--- config.mk ---
export PLATFORM = sky130hd
export DESIGN_NAME = ofdm_tx_frame_ctrl
export DESIGN_NICKNAME = d
export VERILOG_FILES = /design/src/rtl/ofdm_tx_pkg.sv /design/src/rtl/ofdm_sym_cnt.sv /design/src/rtl/ofdm_tx_frame_ctrl.sv
export SDC_FILE = /design/constraint.sdc
export NUM_CORES = 1
export LEC_CHECK = 0
export BUFFER_PORTS_ARGS = -buffer_cell sky130_fd_sc_hd__buf_2
export CORE_ASPECT_RATIO = 1.2
export CORE_MARGIN = 1.5
export CORE_UTILIZATION = 59
export DETAILED_ROUTE_END_ITERATION = 8
export GPL_TIMING_DRIVEN = 0
export PLACE_DENSITY_LB_ADDON = 0.1
export SETUP_SLACK_MARGIN = 0.1
export SYNTH_ARGS = -nofsm -noshare
export SYNTH_HDL_FRONTEND = slang
export SYNTH_SLANG_ARGS = --single-unit
--- constraint.sdc ---
create_clock -name CLK_I -period 4.2 [get_ports CLK_I]
set_input_delay 0.21 -clock CLK_I [delete_from_list [all_inputs] [get_ports CLK_I]]
set_output_delay 0.21 -clock CLK_I [all_outputs]
set_load 0.05 [all_outputs]
--- src/rtl/ofdm_tx_pkg.sv ---
`default_nettype none
// ============================================================================
// Module   : ofdm_tx_pkg
// Purpose  : Shared types and default dimensions for the OFDM TX chain.
// Revision : 1.0
// ============================================================================
package ofdm_tx_pkg;

    localparam int OFDM_SYM_LEN = 192;
    localparam int OFDM_GAP_LEN = 16;

    typedef enum logic [1:0] {
        ST_IDLE = 2'd0,
        ST_PASS = 2'd1,
        ST_PAD  = 2'd2,
        ST_GAP  = 2'd3
    } state_t;

endpackage
`default_nettype wire

--- src/rtl/ofdm_sym_cnt.sv ---
`default_nettype none
// ============================================================================
// Module   : ofdm_sym_cnt
// Purpose  : Two-level word/symbol counter; frm_last flags the final symbol.
// Revision : 1.0
// ============================================================================
module ofdm_sym_cnt
    import ofdm_tx_pkg::*;
#(
    parameter int SYM_LEN = OFDM_SYM_LEN,
    parameter int NSYM_W  = 8
) (
    input  logic              clk,
    input  logic              rst,
    input  logic              inc,
    input  logic              clr,
    input  logic [NSYM_W-1:0] nsym,
    output logic              sym_last,
    output logic              frm_last
);

    localparam int                WCNT_W  = $clog2(SYM_LEN);
    localparam logic [WCNT_W-1:0] c_wlast = WCNT_W'(SYM_LEN - 1);

    logic [WCNT_W-1:0] r_wcnt;
    logic [NSYM_W-1:0] r_scnt;

    assign sym_last = (r_wcnt == c_wlast);
    assign frm_last = (r_scnt == (nsym - NSYM_W'(1)));

    // Both counters return to zero on the frame's final word instead of
    // stepping scnt past nsym-1.
    always_ff @(posedge clk) begin
        if (rst || clr) begin
            r_wcnt <= '0;
            r_scnt <= '0;
        end else if (inc) begin
            if (sym_last && frm_last) begin
                r_wcnt <= '0;
                r_scnt <= '0;
            end else if (sym_last) begin
                r_wcnt <= '0;
                r_scnt <= r_scnt + NSYM_W'(1);
            end else begin
                r_wcnt <= r_wcnt + WCNT_W'(1);
            end
        end
    end

endmodule
`default_nettype wire

--- src/rtl/ofdm_tx_frame_ctrl.sv ---
`default_nettype none
// ============================================================================
// Module   : ofdm_tx_frame_ctrl
// Purpose  : Frames upstream words into OFDM symbols, zero-pads aborted frames.
// Revision : 1.0
// ============================================================================
module ofdm_tx_frame_ctrl
    import ofdm_tx_pkg::*;
#(
    parameter int SYM_LEN = OFDM_SYM_LEN,
    parameter int GAP_LEN = OFDM_GAP_LEN,
    parameter int NSYM_W  = 8
) (
    input  logic              CLK_I,
    input  logic              RST_I,
    input  logic [5:0]        DAT_I,
    input  logic              CYC_I,
    input  logic              STB_I,
    input  logic              WE_I,
    output logic              ACK_O,
    output logic [5:0]        DAT_O,
    output logic              CYC_O,
    output logic              STB_O,
    output logic              WE_O,
    input  logic              ACK_I,
    input  logic [NSYM_W-1:0] NSYM_I,
    output logic              BUSY_O,
    output logic              FRM_DONE_O,
    output logic              TRUNC_O
);

    localparam int                GCNT_W  = $clog2(GAP_LEN + 1);
    localparam logic [GCNT_W-1:0] c_glast = GCNT_W'(GAP_LEN - 1);

    state_t            r_state;
    state_t            w_next;
    logic [NSYM_W-1:0] r_nsym;
    logic [GCNT_W-1:0] r_gcnt;
    logic              r_trunc;
    logic              r_frm_done;
    logic              r_trunc_pulse;
    logic              w_start;
    logic              w_stb;
    logic              w_xfer;
    logic              w_clr;
    logic              w_sym_last;
    logic              w_frm_last;
    logic              w_frame_end;
    logic              w_gap_end;

    assign w_start     = CYC_I & STB_I;
    assign w_stb       = ((r_state == ST_PASS) & STB_I & CYC_I) | (r_state == ST_PAD);
    assign w_xfer      = w_stb & ACK_I;
    assign w_clr       = (r_state == ST_IDLE);
    assign w_frame_end = w_xfer & w_sym_last & w_frm_last;
    assign w_gap_end   = (r_state == ST_GAP) && (r_gcnt == c_glast);

    ofdm_sym_cnt #(
        .SYM_LEN (SYM_LEN),
        .NSYM_W  (NSYM_W)
    ) u_sym_cnt (
        .clk      (CLK_I),
        .rst      (RST_I),
        .inc      (w_xfer),
        .clr      (w_clr),
        .nsym     (r_nsym),
        .sym_last (w_sym_last),
        .frm_last (w_frm_last)
    );

    always_ff @(posedge CLK_I) begin
        if (RST_I) r_state <= ST_IDLE;
        else       r_state <= w_next;
    end

    always_comb begin
        w_next = r_state;
        DAT_O  = '0;
        CYC_O  = 1'b0;
        STB_O  = 1'b0;
        WE_O   = 1'b0;
        ACK_O  = 1'b0;
        case (r_state)
            ST_IDLE: begin
                if (w_start) w_next = ST_PASS;
            end
            ST_PASS: begin
                DAT_O = DAT_I;
                CYC_O = 1'b1;
                STB_O = w_stb;
                WE_O  = WE_I;
                ACK_O = ACK_I & STB_I & CYC_I;
                // A completing transfer always outranks an abort.
                if (w_frame_end)  w_next = ST_GAP;
                else if (!CYC_I)  w_next = ST_PAD;
            end
            ST_PAD: begin
                CYC_O = 1'b1;
                STB_O = 1'b1;
                WE_O  = 1'b1;
                if (w_frame_end) w_next = ST_GAP;
            end
            ST_GAP: begin
                if (w_gap_end) w_next = ST_IDLE;
            end
            default: w_next = ST_IDLE;
        endcase
    end

    always_ff @(posedge CLK_I) begin
        if (RST_I) begin
            r_nsym        <= '0;
            r_gcnt        <= '0;
            r_trunc       <= 1'b0;
            r_frm_done    <= 1'b0;
            r_trunc_pulse <= 1'b0;
        end else begin
            r_frm_done    <= w_frame_end;
            r_trunc_pulse <= w_frame_end & r_trunc;
            if ((r_state == ST_IDLE) && w_start)
                r_nsym <= (NSYM_I == '0) ? NSYM_W'(1) : NSYM_I;
            if (w_frame_end)
                r_trunc <= 1'b0;
            else if ((r_state == ST_PASS) && !CYC_I)
                r_trunc <= 1'b1;
            if ((r_state == ST_GAP) && !w_gap_end)
                r_gcnt <= r_gcnt + GCNT_W'(1);
            else
                r_gcnt <= '0;
        end
    end

    assign BUSY_O     = (r_state != ST_IDLE);
    assign FRM_DONE_O = r_frm_done;
    assign TRUNC_O    = r_trunc_pulse;

endmodule
`default_nettype wire

* Word-level counts from Yosys, hierarchy flattened
Cells that the tools add are included.
** Operators by class
- Add/sub/neg operators :: 4
- Equal/unequal tests :: 10
- Mux-type cells :: 16
- Bitwise logic cells :: 11
- Reductions and logical operators :: 17
** Operators by type and width (count)
- 2-to-1 mux 8 bit :: 5
- adder 8 x 1 -> 8 bit, second input constant :: 2
- 2-to-1 mux 2 bit :: 5
- bitwise AND 1 bit :: 9
- equality test 8 bit :: 1
- equality test 8 bit, second input constant :: 1
- logical NOT 8 bit :: 1
- case mux 2 bit (4 select lines) :: 1
- subtractor 8 x 1 -> 8 bit, second input constant :: 1
- 2-to-1 mux 6 bit :: 1
- inequality test 2 bit, second input constant :: 3
- OR reduction 2 bit :: 3
- adder 5 x 1 -> 5 bit, second input constant :: 1
- equality test 5 x 4 -> 1 bit, second input constant :: 1
- logical AND 1 bit :: 5
- equality test 2 bit, second input constant :: 2
- case mux 1 bit (2 select lines) :: 2
- AND reduction 4 bit :: 1
- nonzero test 2 bit :: 2
- inequality test 3 bit, second input constant :: 1
- equality test 2 x 1 -> 1 bit, second input constant :: 1
- logical NOT 1 bit :: 2
- logical NOT 2 bit :: 1
- 2-to-1 mux 1 bit :: 2
- other kinds (4) :: 4
** Word-level totals
- Register bits :: 34
- Input port bits :: 20
- Output and inout port bits :: 13
- Logic and storage cells :: 66

* Longest topological paths before layout
- Word-level depth :: 9
- Depth in mapped cells :: 9
- Mapped depth without buffers :: 8

* Hierarchy
A second synthesis with hierarchy kept.
** Unflattened totals
- Cells, all modules :: 227
- Area total of the unflattened synthesis :: 1841.8 um2
** By module, submodules not included
- ofdm_sym_cnt :: instances 1, cells each 127, area each 1014.7 um2, sequential area each 320.3 um2
- ofdm_tx_frame_ctrl :: instances 1, cells each 100, area each 827.0 um2, sequential area each 360.3 um2

* Worst setup path after synthesis
OpenSTA, ideal clock, no wires.
- Path type :: flip-flop to flip-flop
- Start :: reg r_nsym[2]
- End :: reg u_sym_cnt.r_scnt[6]
- Setup time :: 0.115 ns
- Arrival :: 2.227 ns
- Required time :: 4.085 ns
- Slack :: 1.858 ns
- Cell stages (with the launch flop) :: 8
- Path buffers :: 1
- Period minus slack after synthesis :: 2.342 ns
- Path through :: dfxtp_1 > or4_1 > or3_1 > a2111o_1 > nor4_4 > or2_1 > buf_6 > nor2_2
** On the way
- Longest elaborated chain between the ends :: 5
- Elaborated cells on any way between the ends :: 6
- Those cells by class :: 1 x add/sub; 1 x eq/ne; 1 x mux; 3 x reduce/logical
** Ends and longest elaborated chain
- from (decl) :: RTL line ofdm_tx_frame_ctrl.sv:37 : logic [NSYM_W-1:0] r_nsym;
- from (signal assigned) :: RTL line ofdm_tx_frame_ctrl.sv:121 : r_nsym <= (NSYM_I == '0) ? NSYM_W'(1) : NSYM_I;
- subtractor 8 x 1 -> 8 bit * :: RTL line ofdm_sym_cnt.sv:29 : assign frm_last = (r_scnt == (nsym - NSYM_W'(1)));
- equality test 8 bit * :: RTL line ofdm_sym_cnt.sv:29
- logical AND 1 bit * :: RTL line ofdm_sym_cnt.sv:38 : if (sym_last && frm_last) begin
- nonzero test 2 bit (no source line)
- AND reduction 2 bit (no source line)
- to (signal assigned) :: RTL line ofdm_sym_cnt.sv:43 : r_scnt <= r_scnt + NSYM_W'(1);
- to (decl) :: RTL line ofdm_sym_cnt.sv:26 : logic [NSYM_W-1:0] r_scnt;
Every way passes the cells marked *; elsewhere a longest branch is shown, timed or not.
A chain may end at the register's enable or synchronous reset.

* Final worst setup path
- Start :: reg r_nsym[2]
- End :: reg u_sym_cnt.r_scnt[5]
Same word-level chain as after synthesis.

==> results by group <==
Finish
  • Sequential Area: 681 um^2
  • Layout area overhead: 14.7%
  • Area of the multi-input gates: 1080 um^2
  • Share of cells above drive strength 1: 0.209
  • Commonest non-fill, non-tap cell in the layout: dfxtp_1
  • Diodes inserted: 0
  • Non-filler cells in the finished layout: 288
  • Final instance area: 2080 um^2
  • Layout filler cell count: 240
  • Final nets: 282
  • Commonest non-fill, non-tap cells in the layout: dfxtp_1, buf_2, nand2_1, a21oi_1, nor2_1
  • Fin util: 0.726

Synthesis
  • Number of enable flip-flop cells after synthesis: 0
  • Flops & latches, synth: 34
  • Register area share after synthesis: 0.376
  • Syn nets: 243
  • Yosys Warn Count: 0
  • Synth cell types: 41
  • Mapped cell area: 1810 um^2
  • Ys async rst share: 0
  • Cell count after synthesis: 214
  • Top FF cell, synth: dfxtp_1
  • Avg Cell Area, Syn: 8.47 um^2

STA
  • Hold WS: 81.0 ps
  • Achievable Freq: 396 MHz
  • Tcrit/Tclk final: 0.601
  • Fin crit period: 2530 ps
  • Setup_tns: 0 ps
  • Setup violators final: 0
  • Slew Viols, Final: 0
  • Worst slew pin tran: 838 ps
  • RSZ-0062 raised after global routing: false
  • Max-Slew Margin vs Limit: 0.436
  • Final hold vios: 0
  • Clock Skews: 11.8 ps
  • Final worst slack: 1670 ps

Die
  • DIE AREA: 3410 um^2
  • Initial Utilization: 0.633
  • # rows: 21
  • Die height: 63.7 um
  • Core ar.: 2860 um^2
  • Boundary Pins: 33
  • Die X: 53.6 um

Placement
  • GP Congestion: 0.915
  • Pre-CTS WS: 1690 ps
  • DP Cell Count: 280
  • IO Port Bufs: 32
  • Placed Area: 2010 um^2
  • Post-DP HPWL: 2.67 mm

Outcome
  • Status: finished clean

Critical path
  • Crit path largest cell delay: 550 ps
  • Top delay family on crit path: simple AND/OR/NAND/NOR gates
  • Crit path launch type: flip-flop
  • CP max FO: 7
  • Critical Path Source: r_nsym[2]
  • Crit path depth: 7
  • WP buf/inv: 1
  • Reg2Reg Setup Slack: 1670 ps
  • Crit Reg-Reg Startpoint: r_nsym[2]
  • Worst r2r path cells: 7
  • CP Capture Type: flip-flop
  • CP endpoint: u_sym_cnt.r_scnt[5]
  • FF-to-FF End: u_sym_cnt.r_scnt[5]
  • Worst path cell trace: or4_1 > or3_1 > a2111o_1 > nor4_4 > or2_1 > buf_6 > nor2_2
  • Slowest cell on crit path: or4_1
  • Crit path arrival time: 2780 ps
  • Kind of critical path: flip-flop to flip-flop
  • Worst path required time: 4460 ps

Drt
  • DRC Markers: 0
  • DR WL met2: 1.64 mm
  • DR WL/cell: 12.1 um
  • Routed wl met3: 166 um
  • Met1 wire length: 1.61 mm
  • Antenna Nets Post-Route: 0
  • Max Used Layer: met4
  • Vias: 1569
  • DRT Pass-1 Iters: 4
  • Final WL: 3.48 mm
  • DRT iter0 DRCs: 25
  • DR vias/cell: 5.45

GRT
  • Total gr overflow: 0
  • Via count of the first global-routing pass: 1549
  • Initial antenna violation count: 0
  • Largest net degree at the start of global routing: 12
  • First-pass GRT wire length: 6.24 mm
  • GRT Overall Usage: 0.244

Flow run
  • Max Cap Viol: 0

Clocking
  • Num CTS Buffers: 5
  • # hold bufs at CTS: 0
  • Post-CTS Setup Bufs: 0
  • CTS tree: done
  • Sink Count: 34
  • Clk slew on worst S/H paths: 110 ps
  • Insertion delay to the later sink of the worst-skew pair: 350 ps
  • CTS Root Cell: clkbuf_4
  • Post_cts resized: 0
  • H-tree levels: 2
  • Max clock buf depth: 2

Hold path
  • Hold/Removal Path Class: input pin to flip-flop

Power
  • Maximum vdd ir drop: 0.000411 V
  • LEAKAGE: 0.836 nW
  • Total design power: 942 uW
  • Pwr Density: 453 nW/um^2
## worst min-delay path by stage
stage | slack (ps) | endpoint | start | cells past startpoint
global route | 70 | TRUNC_O | RST_I | 2
finish | 80 | TRUNC_O | RST_I | 2
detailed placement | 440 | r_gcnt[0] | r_gcnt[0] | 1
global placement | 440 | r_gcnt[0] | r_gcnt[0] | 1
floorplan | 290 | TRUNC_O | RST_I | 1
CTS | 70 | TRUNC_O | RST_I | 2
## Yosys cell counts, drive strengths merged, types with 3 or more instances
library cell	instances	area, um^2
a21oi	18	90.1
and2	7	43.8
and3	5	32.5
dfxtp	34	681
ha	9	113
inv	8	30.0
nand2	26	97.6
nand3	6	30.0
nand4	6	37.5
nor2	23	101
nor2b	3	18.8
nor3	6	30.0
nor4	5	46.3
o21ai	5	25.0
or3	4	26.3
xnor2	13	114
xor2	11	96.3
## power by group
| group | switching (mW) | internal [mW] |
|---|---|---|
| clock network | 0.117 | 0.0804 |
| logic | 0.256 | 0.127 |
| registers | 0.0206 | 0.342 |
| total | 0.394 | 0.549 |
## layout make-up
cell class,count,area share
Buffer,3,0.00903
Inverter,8,0.0144
Timing Repair Buffer,32,0.0771
Clock buffer,6,0.0247
Multi-Input combinational cell,169,0.521
Sequential cell,34,0.328
Clock inverter,2,0.00602
Tap cell,34,0.0205
## flip-flops by register name (all words and copies together) (netlist names)
signal and count:
r_nsym 8, u_sym_cnt.r_scnt 8, u_sym_cnt.r_wcnt 8, r_gcnt 5, r_state 2, FRM_DONE_O 1
TRUNC_O 1, r_trunc 1
## layer usage
layer,vias up,track usage
met3,7,0.0711
met5,-,0
met4,0,0.0929
li1,826,-
met1,705,0.275
met2,31,0.418
## cell families after synthesis
kind of cell | after synthesis | share of synthesized area
adders and majority gates | 9 | 0.0622
buffers and inverters | 11 | 0.0269
and+or+nand+nor | 102 | 0.305
xor gates and xnor gates | 24 | 0.116
muxes | 1 | 0.00553
AOI/OAI and AO/OA | 33 | 0.108
DFF | 34 | 0.376
(Power assumes the default switching activity.)
